===== src/rtl/rx_pkt_pkg.sv =====
// ============================================================================
// rx_pkt_pkg : shared constants, descriptor field layout and FSM state type
//              for the RX packet summarizer.
// Revision   : 1.0
// ============================================================================
`default_nettype none

package rx_pkt_pkg;

    // Reference frame sizes in bytes (full-size, medium, flow-control)
    localparam int FD_LENGTH = 4160;
    localparam int MD_LENGTH = 192;
    localparam int FC_LENGTH = 68;

    localparam int LEN_LSB  = 0;
    localparam int LEN_W    = 16;
    localparam int PORT_LSB = 16;
    localparam int PORT_W   = 8;

    typedef enum logic [0:0] {
        S_IDLE = 1'b0,
        S_BODY = 1'b1
    } state_t;

endpackage : rx_pkt_pkg

`default_nettype wire


===== src/rtl/rx_pkt_summarizer_tkeep_count.sv =====
// ============================================================================
// tkeep_count : combinational popcount of a byte-enable vector plus a flag
//               telling whether the enables form a run of ones from bit 0.
// Revision    : 1.0
// ============================================================================
`default_nettype none

module tkeep_count
    import rx_pkt_pkg::*;
#(
    parameter int KW = 64
) (
    input  logic [KW-1:0]       i_keep,
    output logic [$clog2(KW):0] o_count,
    output logic                o_contig
);

    localparam int CW = $clog2(KW) + 1;

    logic [CW-1:0] w_count;
    logic [KW:0]   w_mask;

    always_comb begin
        w_count = '0;
        for (int i = 0; i < KW; i++) begin
            w_count = w_count + CW'(i_keep[i]);
        end
    end

    // (1 << count) - 1 in KW+1 bits so a fully set vector still fits
    assign w_mask   = ({{KW{1'b0}}, 1'b1} << w_count) - {{KW{1'b0}}, 1'b1};
    assign o_count  = w_count;
    assign o_contig = (w_mask == {1'b0, i_keep});

endmodule : tkeep_count

`default_nettype wire


===== src/rtl/rx_pkt_summarizer.sv =====
// ============================================================================
// rx_pkt_summarizer : turns a wide AXI-Stream packet bus into one 24-bit
//                     {port, length} descriptor per packet with a bad flag.
//                     Optional runt check: RX_SUMMARIZER_RUNT_CHECK_EN.
// Revision          : 1.0
// ============================================================================
`default_nettype none

module rx_pkt_summarizer
    import rx_pkt_pkg::*;
#(
    parameter int DW          = 512,
    parameter int SW          = 24,
    parameter int PORT_OFFSET = 14,
    parameter int MIN_LEN     = 64
) (
    input  logic            clk,
    input  logic            reset,
    input  logic [DW-1:0]   axis_in_tdata,
    input  logic [DW/8-1:0] axis_in_tkeep,
    input  logic            axis_in_tlast,
    input  logic            axis_in_tuser,
    input  logic            axis_in_tvalid,
    output logic            axis_in_tready,
    output logic [SW-1:0]   axis_out_tdata,
    output logic            axis_out_tuser,
    output logic            axis_out_tvalid
);

    localparam int KW = DW / 8;
    localparam int CW = $clog2(KW) + 1;

    if ((DW % 8) != 0 || PORT_OFFSET >= KW || SW != 24 ||
        MIN_LEN < 0 || MIN_LEN > 65535) begin : g_bad_param
        $error("rx_pkt_summarizer: illegal parameter combination");
    end

    state_t              r_state;
    logic                r_tready;
    logic [LEN_W-1:0]    r_len;
    logic                r_bad;
    logic [PORT_W-1:0]   r_port;
    logic                r_out_valid;
    logic [SW-1:0]       r_out_data;
    logic                r_out_user;

    logic [CW-1:0]       w_count;
    logic                w_contig;
    logic                w_accept;
    logic [LEN_W-1:0]    w_len_base;
    logic [LEN_W:0]      w_sum;
    logic [LEN_W-1:0]    w_len_next;
    logic                w_beat_bad;
    logic                w_bad_next;
    logic                w_runt;
    logic                w_bad_final;
    logic [PORT_W-1:0]   w_port_beat;
    logic [PORT_W-1:0]   w_port_cur;
    logic [SW-1:0]       w_desc;
    logic                w_unused;

    tkeep_count #(
        .KW       (KW)
    ) u_tkeep_count (
        .i_keep   (axis_in_tkeep),
        .o_count  (w_count),
        .o_contig (w_contig)
    );

    assign w_accept    = axis_in_tvalid && r_tready;
    assign w_port_beat = axis_in_tdata[PORT_OFFSET*8 +: PORT_W];
    assign w_port_cur  = (r_state == S_IDLE) ? w_port_beat : r_port;
    assign w_unused    = &{1'b0, axis_in_tdata};

    // A packet start begins from zero rather than relying on cleared state
    assign w_len_base  = (r_state == S_IDLE) ? '0 : r_len;
    assign w_sum       = {1'b0, w_len_base} + (LEN_W+1)'(w_count);
    assign w_len_next  = w_sum[LEN_W] ? {LEN_W{1'b1}} : w_sum[LEN_W-1:0];

    assign w_beat_bad  = axis_in_tuser
                       || (!axis_in_tlast && (axis_in_tkeep != {KW{1'b1}}))
                       || ( axis_in_tlast && (!w_contig || (w_count == '0)))
                       || w_sum[LEN_W];
    assign w_bad_next  = ((r_state == S_BODY) && r_bad) || w_beat_bad;

`ifdef RX_SUMMARIZER_RUNT_CHECK_EN
    assign w_runt      = (int'(w_len_next) < MIN_LEN);
`else
    assign w_runt      = 1'b0;
`endif

    assign w_bad_final = w_bad_next || w_runt;

    always_comb begin
        w_desc = '0;
        w_desc[LEN_LSB  +: LEN_W]  = w_len_next;
        w_desc[PORT_LSB +: PORT_W] = w_port_cur;
    end

    always_ff @(posedge clk or posedge reset) begin
        if (reset) begin
            r_state     <= S_IDLE;
            r_tready    <= 1'b0;
            r_len       <= '0;
            r_bad       <= 1'b0;
            r_port      <= '0;
            r_out_valid <= 1'b0;
            r_out_data  <= '0;
            r_out_user  <= 1'b0;
        end else begin
            r_tready    <= 1'b1;
            r_out_valid <= 1'b0;
            if (w_accept) begin
                r_len <= w_len_next;
                r_bad <= w_bad_next;
                if (r_state == S_IDLE) begin
                    r_port <= w_port_beat;
                end
                if (axis_in_tlast) begin
                    r_out_valid <= 1'b1;
                    r_out_data  <= w_desc;
                    r_out_user  <= w_bad_final;
                    r_state     <= S_IDLE;
                end else begin
                    r_state     <= S_BODY;
                end
            end
        end
    end

    assign axis_in_tready  = r_tready;
    assign axis_out_tdata  = r_out_data;
    assign axis_out_tuser  = r_out_user;
    assign axis_out_tvalid = r_out_valid;

endmodule : rx_pkt_summarizer

`default_nettype wire


===== config.mk =====
export PLATFORM = sky130hd
export DESIGN_NAME = rx_pkt_summarizer
export DESIGN_NICKNAME = d
export VERILOG_FILES = /design/src/rtl/rx_pkt_pkg.sv /design/src/rtl/rx_pkt_summarizer_tkeep_count.sv /design/src/rtl/rx_pkt_summarizer.sv
export SDC_FILE = /design/constraint.sdc
export NUM_CORES = 1
export LEC_CHECK = 0
export ABC_AREA = 1
export BUFFER_PORTS_ARGS = -buffer_cell sky130_fd_sc_hd__clkbuf_2
export CORE_AREA = 2 2 234 236
export DETAILED_ROUTE_END_ITERATION = 8
export DIE_AREA = 0 0 236 238
export GPL_ROUTABILITY_DRIVEN = 0
export SETUP_SLACK_MARGIN = 0.15
export SYNTH_ARGS = -nofsm -noshare
export SYNTH_HDL_FRONTEND = slang
export SYNTH_SLANG_ARGS = --single-unit

===== constraint.sdc =====
create_clock -name clk -period 3.52 [get_ports clk]
set_input_delay 0.528 -clock clk [delete_from_list [all_inputs] [get_ports clk]]
set_output_delay 0.528 -clock clk [all_outputs]
set_load 0.02 [all_outputs]

# Word-level counts from Yosys, hierarchy flattened
# Index checks and enable logic that the tools add are counted.
[classes]
addsub = 65
n_eq_ne = 2
n_shift = 1
mux = 6
n_reduce_logical = 13
[ops]
columns = ["operator", "n"]
rows = [
  ["adder 7 x 1 -> 7 bit", 62],
  ["== test 65 x 64 -> 1 bit", 1],
  ["left shift 1 x 7 -> 65 bit, first input constant", 1],
  ["subtractor 65 x 1 -> 65 bit, second input constant", 1],
  ["inequality test 64 bit, second input constant", 1],
  ["two-way mux 16 bit", 2],
  ["adder 16 x 7 -> 17 bit", 1],
  ["two-way mux 8 bit", 1],
  ["logical NOT 7 bit", 1],
  ["logical OR 1 bit", 5],
  ["logical AND 1 bit", 4],
  ["two-way mux 1 bit", 3],
  ["adder 1 x 1 -> 2 bit", 1],
  ["logical NOT 1 bit", 2],
  ["AND reduction 2 bit", 1],
]
[totals]
register_bits = 53
elab_cells = 95

# Longest topological paths before layout
# Gate-level depths: netlist of run 1.
[depth]
ltp_word = 72
mapped_depth = 44
ltp_nobuf = 43

# By module
# A second synthesis of run 1 with hierarchy kept.
[unflattened]
cells_unflattened = 1483
area_unflattened_um2 = 9018.6
[by_module_without_submodules]
columns = ["mod", "instances", "cells_each", "area_each_um2", "seq_area_each_um2"]
rows = [
  ["tkeep_count", 1, 1022, 5799.3, 0.0],
  ["rx_pkt_summarizer", 1, 461, 3219.3, 1326.3],
]

# Worst setup path before layout of run 1
# No wires, ideal clock.
[synth_path]
path_kind = "input -> register"
from = "input port axis_in_tkeep[0]"
to = "register r_out_user, in the netlist axis_out_tuser"
arrival_ns = 7.687
required_time_ns = 3.407
path_slack_ns = -4.279
path_stages = 38
path_buffers = 1
cell_sequence = "ha_1 > inv_1 > fa_1 > fa_1 > fa_1 > fa_1 > fa_1 > fa_1 > fa_1 > fa_1 > fa_1 > fa_1 > inv_2 > nand3_2 > nand3_1 > nand2_2 > buf_6 > nor2_2 > (+2 left out) > or2_2 > nand3_1 > nor2_1 > nand2_1 > nor2_1 > nand2_1 > nor2_1 > nand2_1 > nor2_1 > nand2_1 > nor2_1 > nand3_1 > nor2_1 > nand3_1 > nand2_1 > nand3_1 > nand2_1 > inv_1"
[synth_via]
elab_chain_len = 72
elab_cells_between_ends = 77
classes_between = "add/sub (65); eq/ne (2); shift (1); reduce/logical (9)"
[synth_rtl]
columns = ["element", "line", "text"]
rows = [
  ["start: declaration", "rx_pkt_summarizer.sv:20", "input logic [DW/8-1:0] axis_in_tkeep,"],
  ["adder 1 x 1 -> 2 bit", "rx_pkt_summarizer_tkeep_count.sv:26", "w_count = w_count + CW'(i_keep[i]);"],
  ["adder 7 x 1 -> 7 bit (62 in series)", "rx_pkt_summarizer_tkeep_count.sv:26", ""],
  ["left shift 1 x 7 -> 65 bit", "rx_pkt_summarizer_tkeep_count.sv:31", "assign w_mask = ({{KW{1'b0}}, 1'b1} << w_count) - {{KW{1'b0}}, 1'b1};"],
  ["subtractor 65 x 1 -> 65 bit", "rx_pkt_summarizer_tkeep_count.sv:31", ""],
  ["== test 65 x 64 -> 1 bit", "rx_pkt_summarizer_tkeep_count.sv:33", "assign o_contig = (w_mask == {1'b0, i_keep});"],
  ["logical NOT 1 bit", "rx_pkt_summarizer.sv:82", "|| ( axis_in_tlast && (!w_contig || (w_count == '0)))"],
  ["logical OR 1 bit", "rx_pkt_summarizer.sv:82", ""],
  ["logical AND 1 bit", "rx_pkt_summarizer.sv:82", ""],
  ["logical OR 1 bit", "rx_pkt_summarizer.sv:82", ""],
  ["logical OR 1 bit (*)", "rx_pkt_summarizer.sv:83", "|| w_sum[LEN_W];"],
  ["logical OR 1 bit (*)", "rx_pkt_summarizer.sv:84", "assign w_bad_next = ((r_state == S_BODY) && r_bad) || w_beat_bad;"],
  ["end signal: assignment", "rx_pkt_summarizer.sv:122", "r_out_user <= w_bad_final;"],
  ["end: declaration", "rx_pkt_summarizer.sv:45", "logic r_out_user;"],
]
# Every way passes the cells marked *; elsewhere a longest branch is shown, timed or not.
# A chain may end at the register's enable or synchronous reset.

# Worst setup path in the final report of run 1
[layout_path]
from = "input port axis_in_tkeep[0]"
to = "register r_bad"
[layout_via]
elab_chain_len = 72
elab_cells_between_ends = 77
classes_between = "add/sub (65); eq/ne (2); shift (1); reduce/logical (9)"
[layout_rtl]
columns = ["element", "line", "text"]
rows = [
  ["adder 1 x 1 -> 2 bit", "rx_pkt_summarizer_tkeep_count.sv:26", ""],
  ["adder 7 x 1 -> 7 bit (62 in series)", "rx_pkt_summarizer_tkeep_count.sv:26", ""],
  ["left shift 1 x 7 -> 65 bit", "rx_pkt_summarizer_tkeep_count.sv:31", ""],
  ["subtractor 65 x 1 -> 65 bit", "rx_pkt_summarizer_tkeep_count.sv:31", ""],
  ["== test 65 x 64 -> 1 bit", "rx_pkt_summarizer_tkeep_count.sv:33", ""],
  ["logical NOT 1 bit", "rx_pkt_summarizer.sv:82", ""],
  ["logical OR 1 bit", "rx_pkt_summarizer.sv:82", ""],
  ["logical AND 1 bit", "rx_pkt_summarizer.sv:82", ""],
  ["logical OR 1 bit", "rx_pkt_summarizer.sv:82", ""],
  ["logical OR 1 bit (*)", "rx_pkt_summarizer.sv:83", ""],
  ["logical OR 1 bit (*)", "rx_pkt_summarizer.sv:84", ""],
  ["end signal: assignment", "rx_pkt_summarizer.sv:115", "r_bad <= w_bad_next;"],
  ["end: declaration", "rx_pkt_summarizer.sv:41", "logic r_bad;"],
]
# Marks and branches as above.

==> impl_results.md, run 1 <==
- CP required: 3710 ps
- Adder-Cell Fraction of Synth Area: 14.6%
- Final min period: about 8300 ps
- Status: complete, but fails checks
- Arr. time, crit path: 8530 ps
- Crit. End Element: register
- Most common cell in the synthesized netlist: nand2_1
- Area added between synthesis and finish: 56.6%
- WHS: 330 ps
- RSZ-0062 raised after global routing: yes
- Cell Area, Synth: 9110 um2
- Clk buf depth: 2
- R2r worst-path depth: 18
- Reg2reg start: r_state$_DFFE_PP0P_
- Final WS setup: -4820 ps
- Reg clk slew, reported paths: 70 ps
- Max-cap viol count: 0
- Crit Path Class: in -> reg
- Syn nets: 2,155
- Cts bufs inserted: 5
- Detail Route Antenna Nets: 0
- Core Area: approximately 53,000 um2
- Drt drc: 0
- Crit-path slowest cell: fa_2
- Gr ovfl total: 0
- Global Route Usage Sum: about 14%
- Failing checks: negative setup slack
- DR vias: 11,300
- Slew Limit Headroom: 51.6%
- Final core occ: 26.7%
- Post-DP Area: 13,000 um2
- Die height: between 200 and 250 um
- Max Slew Vio Count: 0
- Final wirelength: 40.9 mm
- CP Max Fanout: 4
- Worst Path Buf+Inv: 7
- Compound-Gate Fraction of Synth Area: 9.16%
- Largest net degree at the start of global routing: 47
- Syn Inst Count: ~1,500
- Syn avg cell area: around 6 um2
- Yosys top cell by area: nand2_1
- Synth top area cells: nand2_1 (18%), dfrtp_1 (15%), fa_1 (12%)
- Row count: 85
- Synth Area in XOR/XNOR: 6.44%
- Final hold vios: 0
- CTS sink cnt: 53
- 1st-pass router iterations: 7
- Critical Path End: r_bad$_DFFE_PP0P_
- Post-route cell area: approximately 14,000 um2
- Yosys top cell area share: 18.0%
- Synth async-reset ratio: 100%
- Final nets: 2,609
- Number of I/O port buffers: 103
- Final setup violation count: 34
- Most used DFF post-synth: dfrtp_1
- Most used cell, CP: fa_1
- DIE AREA: 56,200 um2
- R2R Setup Slk: just under 600 ps
- Sequential area share after synthesis: 14.6%
- TritonCTS clock tree: yes
- Die width: 236 um
- Worst-skew pair later-pin latency: slightly below 300 ps
- Setup Skew: 3.10 ps
- Ports: 608
- Post-synth EDFFs: 0
- Layout cell share with drive strength beyond 1: 38.2%
- Main combinational cell family by area after synthesis: simple AND/OR/NAND/NOR gates
- Multiplexer share of the synthesized area: 0%
- Simple-gate share of the synthesized area: between 40% and 50%
- Crit path depth: 35
- Inserted Diodes: 0
- Hold Path Class: in -> async
- Worst slack at placement: -5410 ps
- Routed WL per cell: 15.4 um
- Detailed Place HPWL: 35.0 mm
- CP delay by family, top: adder cells
- Fillers: 5,884
- Number of DRC markers in iteration 0: 889
- Vias in the first global route: between 10,000 and 15,000
- Worst path max stage delay: 620 ps
- Drt via density: roughly 4.3
- Setup crit start kind: input pin
- Clk root buf: clkbuf_16
- Global-route wire length before repair: ~60 mm
- Yosys warnings: 0
- H-tree depth: 2
- Netlist cell types: 42
- Top post-synthesis cells by count: nand2_1 (437), nor2_1 (215), inv_1 (206), nand3_1 (120), xor2_1 (57)
- Slew at the pin with the worst max-slew slack: 725 ps
- R2R Path End: r_len[11]$_DFFE_PP0P_
- Crit path launch: axis_in_tkeep[0]
- Fin crit share: 237%
- Initial Utilization: 17.0%
- Max Clk Rate: 120 MHz
- Number of synthesized register bits: between 50 and 60
- Initial antenna violation count: 0
## cells by family after synthesis
logic type      Yosys count
xor+xnor                 67
simple gates            892
buf+inv                 263
fa+ha+maj                74
flops                    53
other cells               1
compound gates          150
## metal layers
metal / global-route usage [%] / share of wire (%) / vias up
li1: - / - / 5590
met1: 17.5 / 41 / 5152
met2: 23.2 / 45 / 457
met3: 2.83 / 8.5 / 108
met4: 6.22 / 5.3 / 0
met5: 0 / 0 / -
## sequential cells by signal, summed over array words and instances (netlist names)
register	cells
r_len	16
r_state	1
r_bad	1
r_port	8
axis_out_tuser	1
axis_out_tdata	24
axis_out_tvalid	1
axis_in_tready	1
## per-stage QoR
| step | setup TNS [ps] | cells |
|---|---|---|
| floorplan | -130200 | 1500 |
| CTS | -142380 | 2629 |
| global route | -151790 | 2651 |
| global placement | -155250 | 2605 |
| detailed placement | -156990 | 2605 |
| finish | -143640 | 2651 |
## layout make-up
cell class | count | area, um2 | share of cell area, %
clock buffers | 6 | 129 | 0.903
flip-flops and latches | 53 | 1330 | 9.30
multi-input cells | 1185 | 7500 | 52.6
repair buffers | 485 | 3590 | 25.1
clock inverters | 2 | 10.0 | 0.0702
well taps | 696 | 871 | 6.10
inverters | 224 | 841 | 5.89
## worst reg2reg max path: cells and delay by family (launching register included)
kind | cells | cell delay (ps)
AOI/OAI and AO/OA | 7 | 790
and+or+nand+nor | 7 | 770
DFF | 1 | 680
buffers and inverters | 4 | 620
## layout by cell type, fill, tap and decap left out, types with 3 or more instances in the layout
cell       netlist  layout
a21oi_1         44      41
a21oi_2          2       5
buf_12           0       9
buf_4            6     361
buf_6           10       8
buf_8            0       3
clkbuf_16        0       7
clkbuf_2         0     101
dfrtp_1         53      53
fa_1            54      49
fa_2             0       5
ha_1            20      16
ha_4             0       4
inv_1          206     202
inv_2           16      20
nand2_1        437     394
nand2_2         13      42
nand2_4          1      15
nand3_1        120     102
nand3_2         20      32
nand3_4          0       6
nand3b_1         6       6
nand4_1         25      25
nor2_1         215     165
nor2_2          27      52
nor2_4           8      33
nor3_1           6       5
nor4_1           5       4
o21ai_0         53      41
o21ai_1         26      22
o21ai_2          7      23
o21bai_1        12      12
or2_2            4       3
xnor2_1         10       9
xor2_1          57      53
xor2_2           0       4
## worst min path at each step
stage,startpoint,end,cells past startpoint
floorplan,r_len[13]$_DFFE_PP0P_,r_len[13]$_DFFE_PP0P_,2
global placement,axis_out_tdata[0]$_DFFE_PP0P_,axis_out_tdata[0]$_DFFE_PP0P_,2
detailed placement,r_len[0]$_DFFE_PP0P_,r_len[0]$_DFFE_PP0P_,2
CTS,reset,axis_out_tuser$_DFFE_PP0P_,2
global route,reset,axis_out_tdata[2]$_DFFE_PP0P_,2
finish,reset,axis_out_tdata[19]$_DFFE_PP0P_,2
## repair_timing
action	CTS	global route
gates cloned	1	3
pin swaps	20	61
setup endpoints to repair	34	34
setup buffers	16	19
hold buffers	0	0
gates resized for setup	96	116
Power of run 1 is left out: the tool's default activity adds up to more than one toggle a clock period on the data nets, which glitch-free logic cannot reach.
==> run 2: changes to the inputs <==
- CORE_AREA: 2 2 234 236 -> 2 2 239 241
- DIE_AREA: 0 0 236 238 -> 0 0 241 243
==> run 2 against run 1 <==
The run still ends with negative setup slack left. Die area is 4.3% higher. First-iteration DRC count fell by 4.3%. Critical path depth increased by 1. Maximum frequency decreased by 1.1%. Cell count increased by 1.3%. Routed wire length shrank 0.65%. Register-to-register slack improved by 60 ps. Setup slack worse by 95 ps. Final area decreased by 0.59%. Critical path type unchanged. Largest cell class unchanged.
==> impl_results.md, run 2 (same netlist as run 1, synthesis figures left out) <==
- Status: complete, but fails checks (unchanged)
- Failing checks: negative setup slack (unchanged)
- Met2 Use GR: 22.1% (was 23.2%)
- Clk root buf: clkbuf_16 (unchanged)
- RSZ-0062 raised after global routing: yes (unchanged)
- Row count: 87 (was 85)
- Final nets: 2,583 (was 2,609)
- Worst Path Buf+Inv: 7 (unchanged)
- Number of I/O port buffers: 103 (unchanged)
- Multi-input logic area: 7500 um2 (about the same)
- DIE AREA: 58,600 um2 (was 56,200 um2)
- Drt via density: 4.22 (was 4.27)
- Area added between synthesis and finish: 55.7% (was 56.6%)
- 1st-pass router iterations: 5 (was 7)
- Reg2reg start: r_state$_DFFE_PP0P_ (unchanged)
- Cts hold-fix bufs: 0 (unchanged)
- Drt drc: 0 (unchanged)
- Slew at the pin with the worst max-slew slack: 777 ps (was 725 ps)
- Initial antenna violation count: 0 (unchanged)
- Final WS setup: -4920 ps (was -4820 ps)
- Max-cap viol count: 0 (unchanged)
- Hold Path Class: in -> async (unchanged)
- Die height: 243 um (was 238 um)
- R2r worst-path depth: 18 (unchanged)
- Final core occ: 25.3% (was 26.7%)
- Detailed Place HPWL: 34.7 mm (was 35.0 mm)
- Setup Skew: 4.67 ps (was 3.10 ps)
- Worst path max stage delay: 670 ps (was 620 ps)
- Crit Path Class: in -> reg (unchanged)
- CP delay by family, top: adder cells (unchanged)
- Max Clk Rate: 119 MHz (was 120 MHz)
- Slew Limit Headroom: 48.2% (was 51.6%)
- Commonest non-fill, non-tap cell in the layout: nand2_1 (unchanged)
- Largest net degree at the start of global routing: 47 (unchanged)
- Final min period: 8440 ps (was 8340 ps)
- Worst-skew pair later-pin latency: 300 ps (was 290 ps)
- CTS sink cnt: 53 (unchanged)
- CP Max Fanout: 4 (unchanged)
- DR vias: 11,300 (about the same)
- Number of DRC markers in iteration 0: 851 (was 889)
- Detail Route Antenna Nets: 0 (unchanged)
- Setup crit start kind: input pin (unchanged)
- Die width: 241 um (was 236 um)
- Gr ovfl total: 0 (unchanged)
- Crit-path slowest cell: fa_2 (unchanged)
- R2R Setup Slk: 650 ps (was 590 ps)
- Register area: 1330 um2 (unchanged)
- Fillers: 6,297 (was 5,884)
- M1 GR Usage: 17.5% (about the same)
- Most used routing layer in global routing: met2 (unchanged)
- Final setup violation count: 34 (unchanged)
- Max Slew Vio Count: 0 (unchanged)
- Routed WL per cell: 15.1 um (was 15.4 um)
- Global-route wire length before repair: 61.5 mm (was 60.8 mm)
- Initial Utilization: 16.3% (was 17.0%)
- Vias in the first global route: 10,900 (was 10,800)
- Crit path depth: 36 (was 35)
- TritonCTS clock tree: yes (unchanged)
- Most used cell, CP: fa_1 (unchanged)
- Layout cell share with drive strength beyond 1: 37.4% (was 38.2%)
- CP required: 3710 ps (about the same)
- Reg clk slew, reported paths: 70 ps (about the same)
- H-tree depth: 2 (unchanged)
- Global Route Usage Sum: 13.5% (was 14.0%)
- Highest-count cells in the layout ignoring fill and taps: nand2_1 (402), buf_4 (333), inv_1 (199) (was nand2_1 (394), buf_4 (361), inv_1 (202))
- Max FFs per register: 24 (unchanged)
- Grt met3 use: 2.18% (was 2.83%)
- Core Area: 56,000 um2 (was 53,500 um2)
- Final hold vios: 0 (unchanged)
- Ports: 608 (unchanged)
- R2R Path End: r_len[13]$_DFFE_PP0P_ (was r_len[11]$_DFFE_PP0P_)
- Clk buf depth: 2 (unchanged)
- Crit. End Element: register (unchanged)
- Arr. time, crit path: 8630 ps (was 8530 ps)
- Inserted Diodes: 0 (unchanged)
- Fin crit share: 240% (was 237%)
- Cts bufs inserted: 5 (unchanged)
- Final wirelength: 40.7 mm (was 40.9 mm)
-- run 2: cell count changes in the layout (fill, tap and decap cells not counted), sizes merged --
cell	previous run	this run
buf	382	359
clkbuf	109	107
clkinv	4	2
bufinv	0	1
clkinvlp	0	1
nand2	452	451
-- run 2: worst max-delay path by stage --
stage,from,end
floorplan,axis_in_tkeep[1],axis_out_tuser$_DFFE_PP0P_
global placement,axis_in_tkeep[0],r_bad$_DFFE_PP0P_
detailed placement,axis_in_tkeep[0],r_bad$_DFFE_PP0P_
CTS,axis_in_tkeep[1],r_bad$_DFFE_PP0P_
global route,axis_in_tkeep[1],r_bad$_DFFE_PP0P_
finish,axis_in_tkeep[24],r_bad$_DFFE_PP0P_
-- run 2: through the flow --
stage / cells / area [um2] / hold WS [ps] / setup slack (ps) / setup TNS, ps
global route: 2685 / 14200 / 410 / -5130 / -165640
finish: 2685 / 14200 / 333 / -4920 / -158070
floorplan: 1500 / 9200 / 449 / -4080 / -130200
CTS: 2659 / 13500 / 362 / -4740 / -142460
global placement: 2640 / 12900 / 464 / -5260 / -155090
detailed placement: 2640 / 12900 / 466 / -5310 / -156430
-- run 2: what timing repair did --
action                     in CTS  in global routing
pin swaps                      10                 62
buffers inserted               11                 26
setup endpoints to repair      34                 34
resized for setup              68                146
-- run 2: area by class of cell --
class	count	share of cell area [%]
multi-input combinational	1184	52.9
timing repair buffer	460	23.9
sequential	53	9.35
tap	756	6.67
inverter	224	5.93
clock buffer	6	0.979
clock inverter	2	0.265
-- run 2: routing by layer --
metal | vias up | part of all wire [%]
met3 | 98 | 7.0
met2 | 469 | 47
li1 | 5523 | -
met1 | 5229 | 42
met4 | 0 | 4.5
met5 | - | 0
Power of run 2 is left out for the same reason.
==> run 3: changes to the inputs <==
- ABC_AREA: 1 -> 0
- CORE_AREA: 2 2 239 241 -> 2 2 233 235
- DIE_AREA: 0 0 241 243 -> 0 0 235 237
==> run 3 against run 2 <==
Critical path type unchanged. Flip-flop and latch count did not move. Sequential share of layout area rose by 1.5 points. Largest cell class unchanged. The flow still finishes with violations (negative setup slack). Non-clock buffer count fell by 26. Final area fell by 14%. Clock skew rose by 0.78 ps. Maximum frequency fell by 1.2%.
==> impl_results.md, run 3 <==
- 1st-pass router iterations: 6 (was 5)
- Worst Hold Launch: axis_out_tdata[21]$_DFFE_PP0P_
- Yosys top cell area share: 17.2% (was 18.0%)
- Detail Route Antenna Nets: 0 (unchanged)
- Failing checks: negative setup slack (unchanged)
- Post-route cell area: 12,300 um2 (was 14,200 um2)
- CP Max Fanout: 11 (was 4)
- Routed WL per cell: 18.7 um (was 15.1 um)
- Setup Skew: 5.45 ps (was 4.67 ps)
- Cell Area, Synth: 7720 um2 (was 9110 um2)
- Ports: 608 (unchanged)
- Crit Path Class: in -> reg (unchanged)
- Compound-Gate Fraction of Synth Area: 19.6% (was 9.16%)
- Main combinational cell family by area after synthesis: simple AND/OR/NAND/NOR gates (unchanged)
- Most used cell, CP: fa_1 (unchanged)
- Worst-skew pair later-pin latency: 290 ps (was 300 ps)
- Core Area: 53,300 um2 (was 56,000 um2)
- Worst Hold Path EP: axis_out_tdata[21]$_DFFE_PP0P_
- CP required: 3690 ps (was 3710 ps)
- Slew Limit Headroom: 26.4% (was 48.2%)
- Yosys warnings: 0 (unchanged)
- CTS sink cnt: 53 (unchanged)
- Post-synth EDFFs: 0 (unchanged)
- TritonCTS clock tree: yes (unchanged)
- Simple-gate share of the synthesized area: 23.6% (was 43.1%)
- Setup crit start kind: input pin (unchanged)
- Sequential area share after synthesis: 17.2% (was 14.6%)
- Fin crit share: 243% (was 240%)
- Commonest non-fill, non-tap cell in the layout: buf_4 (was nand2_1)
- Crit. End Element: register (unchanged)
- Syn avg cell area: 7.69 um2 (was 6.07 um2)
- RSZ-0062 raised after global routing: yes (unchanged)
- Area added between synthesis and finish: 58.9% (was 55.7%)
- Max Clk Rate: 117 MHz (was 119 MHz)
- Number of DRC markers in iteration 0: 1,275 (was 851)
- Synth Area in XOR/XNOR: 10.4% (was 6.44%)
- Worst path max stage delay: 610 ps (was 670 ps)
- R2R Path End: axis_out_tuser$_DFFE_PP0P_ (was r_len[13]$_DFFE_PP0P_)
- Number of I/O port buffers: 103 (unchanged)
- Drt drc: 0 (unchanged)
- Cells on Worst Hold Path: 2
- Top post-synthesis cells by count: nand2_1 (102), inv_1 (101), nor2_1 (85), o21ai_0 (69), xnor2_1 (68) (was nand2_1 (437), nor2_1 (215), inv_1 (206), nand3_1 (120), xor2_1 (57))
- Global-route wire length before repair: 58.4 mm (was 61.5 mm)
- H-tree depth: 2 (unchanged)
- Final nets: 2,049 (was 2,583)
- Multiplexer share of the synthesized area: 3.81% (was 0%)
- Final setup violation count: 34 (unchanged)
- Most common cell in the synthesized netlist: nand2_1 (unchanged)
- DIE AREA: 55,700 um2 (was 58,600 um2)
- Detailed Place HPWL: 32.9 mm (was 34.7 mm)
- Status: complete, but fails checks (unchanged)
- Hold Path Class: reg -> reg (was in -> async)
- Die width: 235 um (was 241 um)
- Adder-Cell Fraction of Synth Area: 17.4% (was 14.6%)
- Max-cap viol count: 0 (unchanged)
- Highest-count cells in the layout ignoring fill and taps: buf_4 (310), clkbuf_2 (100), nand2_1 (99) (was nand2_1 (402), buf_4 (333), inv_1 (199))
- Syn nets: 1,659 (was 2,155)
- Crit-path slowest cell: fa_2 (unchanged)
- Arr. time, crit path: 8710 ps (was 8630 ps)
- Synth async-reset ratio: 100% (unchanged)
- Slew at the pin with the worst max-slew slack: 1100 ps (was 777 ps)
- Reg2reg start: r_state$_DFFE_PP0P_ (unchanged)
- Setup_tns: -164,250 ps (was -158,070 ps)
- Max FFs per register: 24 (unchanged)
- Die height: 237 um (was 243 um)
- Largest net degree at the start of global routing: 54 (was 47)
- Reg clk slew, reported paths: 70 ps (about the same)
- Drt via density: 4.62 (was 4.22)
- Global Route Usage Sum: 13.6% (was 13.5%)
- Layout cell share with drive strength beyond 1: 41.3% (was 37.4%)
- Syn Inst Count: 1,004 (was 1,500)
- Clk buf depth: 2 (unchanged)
- Final core occ: 23.0% (was 25.3%)
- Final hold vios: 0 (unchanged)
- Synth top area cells: dfrtp_1 (17%), fa_1 (14%), xnor2_1 (7.7%) (was nand2_1 (18%), dfrtp_1 (15%), fa_1 (12%))
- Yosys top cell by area: dfrtp_1 (was nand2_1)
- Most used DFF post-synth: dfrtp_1 (unchanged)
- Max Slew Vio Count: 0 (unchanged)
- Post-DP Area: 11,500 um2 (was 12,900 um2)
- Final wirelength: 39.1 mm (was 40.7 mm)
- R2r worst-path depth: 15 (was 18)
- Row count: 85 (was 87)
- Gr ovfl total: 0 (unchanged)
- Final min period: 8540 ps (was 8440 ps)
- Initial Utilization: 14.5% (was 16.3%)
- R2R Setup Slk: 300 ps (was 650 ps)
- Initial antenna violation count: 5 (was 0)
- Vias in the first global route: 9,578 (was 10,900)
- Final WS setup: -5020 ps (was -4920 ps)
- Netlist cell types: 89 (was 42)
- Number of synthesized register bits: 53 (unchanged)
- DR vias: 9,675 (was 11,300)
- Cts bufs inserted: 5 (unchanged)
- Clk root buf: clkbuf_16 (unchanged)
-- run 3: cell types whose count changed in the layout (fill, tap and decap cells not counted), moves of 22 or more --
cell,before,now
nand2_1,402,99
nor3_1,4,38
xnor2_1,10,64
nor2_2,54,6
buf_4,333,310
nor2_4,33,11
nor2_1,163,70
nand2_2,36,4
xor2_1,54,14
nand3_1,104,37
inv_1,199,92
nand3_2,27,4
-- run 3: routing by layer --
layer  track usage [%]  vias up  wire length, um
met5                 0        -               43
met1              17.4     4631            15300
li1                  -     4293                -
met2              21.5      586            17200
met3              2.89      159             4050
met4              6.69        6             2490
-- run 3: kinds of logic after synthesis --
kind of cell / count (synthesis)
simple gates: 374
compound gates: 233
buf+inv: 153
xor+xnor: 87
fa+ha+maj: 75
flops: 53
mux: 28
other cells: 1
-- run 3: area by class of cell --
cell class | count | area (um2)
Fill cell | 5780 | 41000
Inverter | 102 | 403
Timing Repair Buffer | 434 | 3140
Sequential cell | 53 | 1330
Clock inverter | 2 | 15.0
Multi-Input combinational cell | 798 | 6380
Tap cell | 696 | 871
Clock buffer | 6 | 129
Antenna cell | 1 | 2.50
-- run 3: critical path: cells and delay by family --
family                     cells  cell delay (ps)
AOI/OAI and AO/OA              3              420
and+or+nand+nor                6             1140
xor gates and xnor gates       1              240
adders and majority gates     10             5100
buffers and inverters         10             1260
-- run 3: worst max-delay path by stage --
stage | start | end | slack, ps | cells past startpoint
final | axis_in_tkeep[28] | axis_out_tuser$_DFFE_PP0P_ | -5020 | 30
after global routing | axis_in_tkeep[28] | r_bad$_DFFE_PP0P_ | -5170 | 33
after CTS | axis_in_tkeep[1] | r_bad$_DFFE_PP0P_ | -5030 | 29
after detailed placement | axis_in_tkeep[24] | axis_out_tuser$_DFFE_PP0P_ | -5510 | 28
after global placement | axis_in_tkeep[36] | r_bad$_DFFE_PP0P_ | -5400 | 30
after floorplan | axis_in_tkeep[1] | r_bad$_DFFE_PP0P_ | -4990 | 31
-- run 3: repair_timing --
action | CTS | global route
endpoints found under the hold margin | 0 | 0
setup buffers | 15 | 10
hold buffers | 0 | 0
pin swaps | 41 | 27
resized for setup | 60 | 51
setup endpoints to repair | 34 | 34
-- run 3: per-stage QoR --
stage | hold WS, ps | instances | setup WS, ps
after floorplan | 447 | 1004 | -4990
after global placement | 463 | 2058 | -5400
after detailed placement | 470 | 2058 | -5510
after CTS | 481 | 2081 | -5030
after global routing | 487 | 2091 | -5170
final | 478 | 2092 | -5020
Power of run 3 is left out for the same reason.
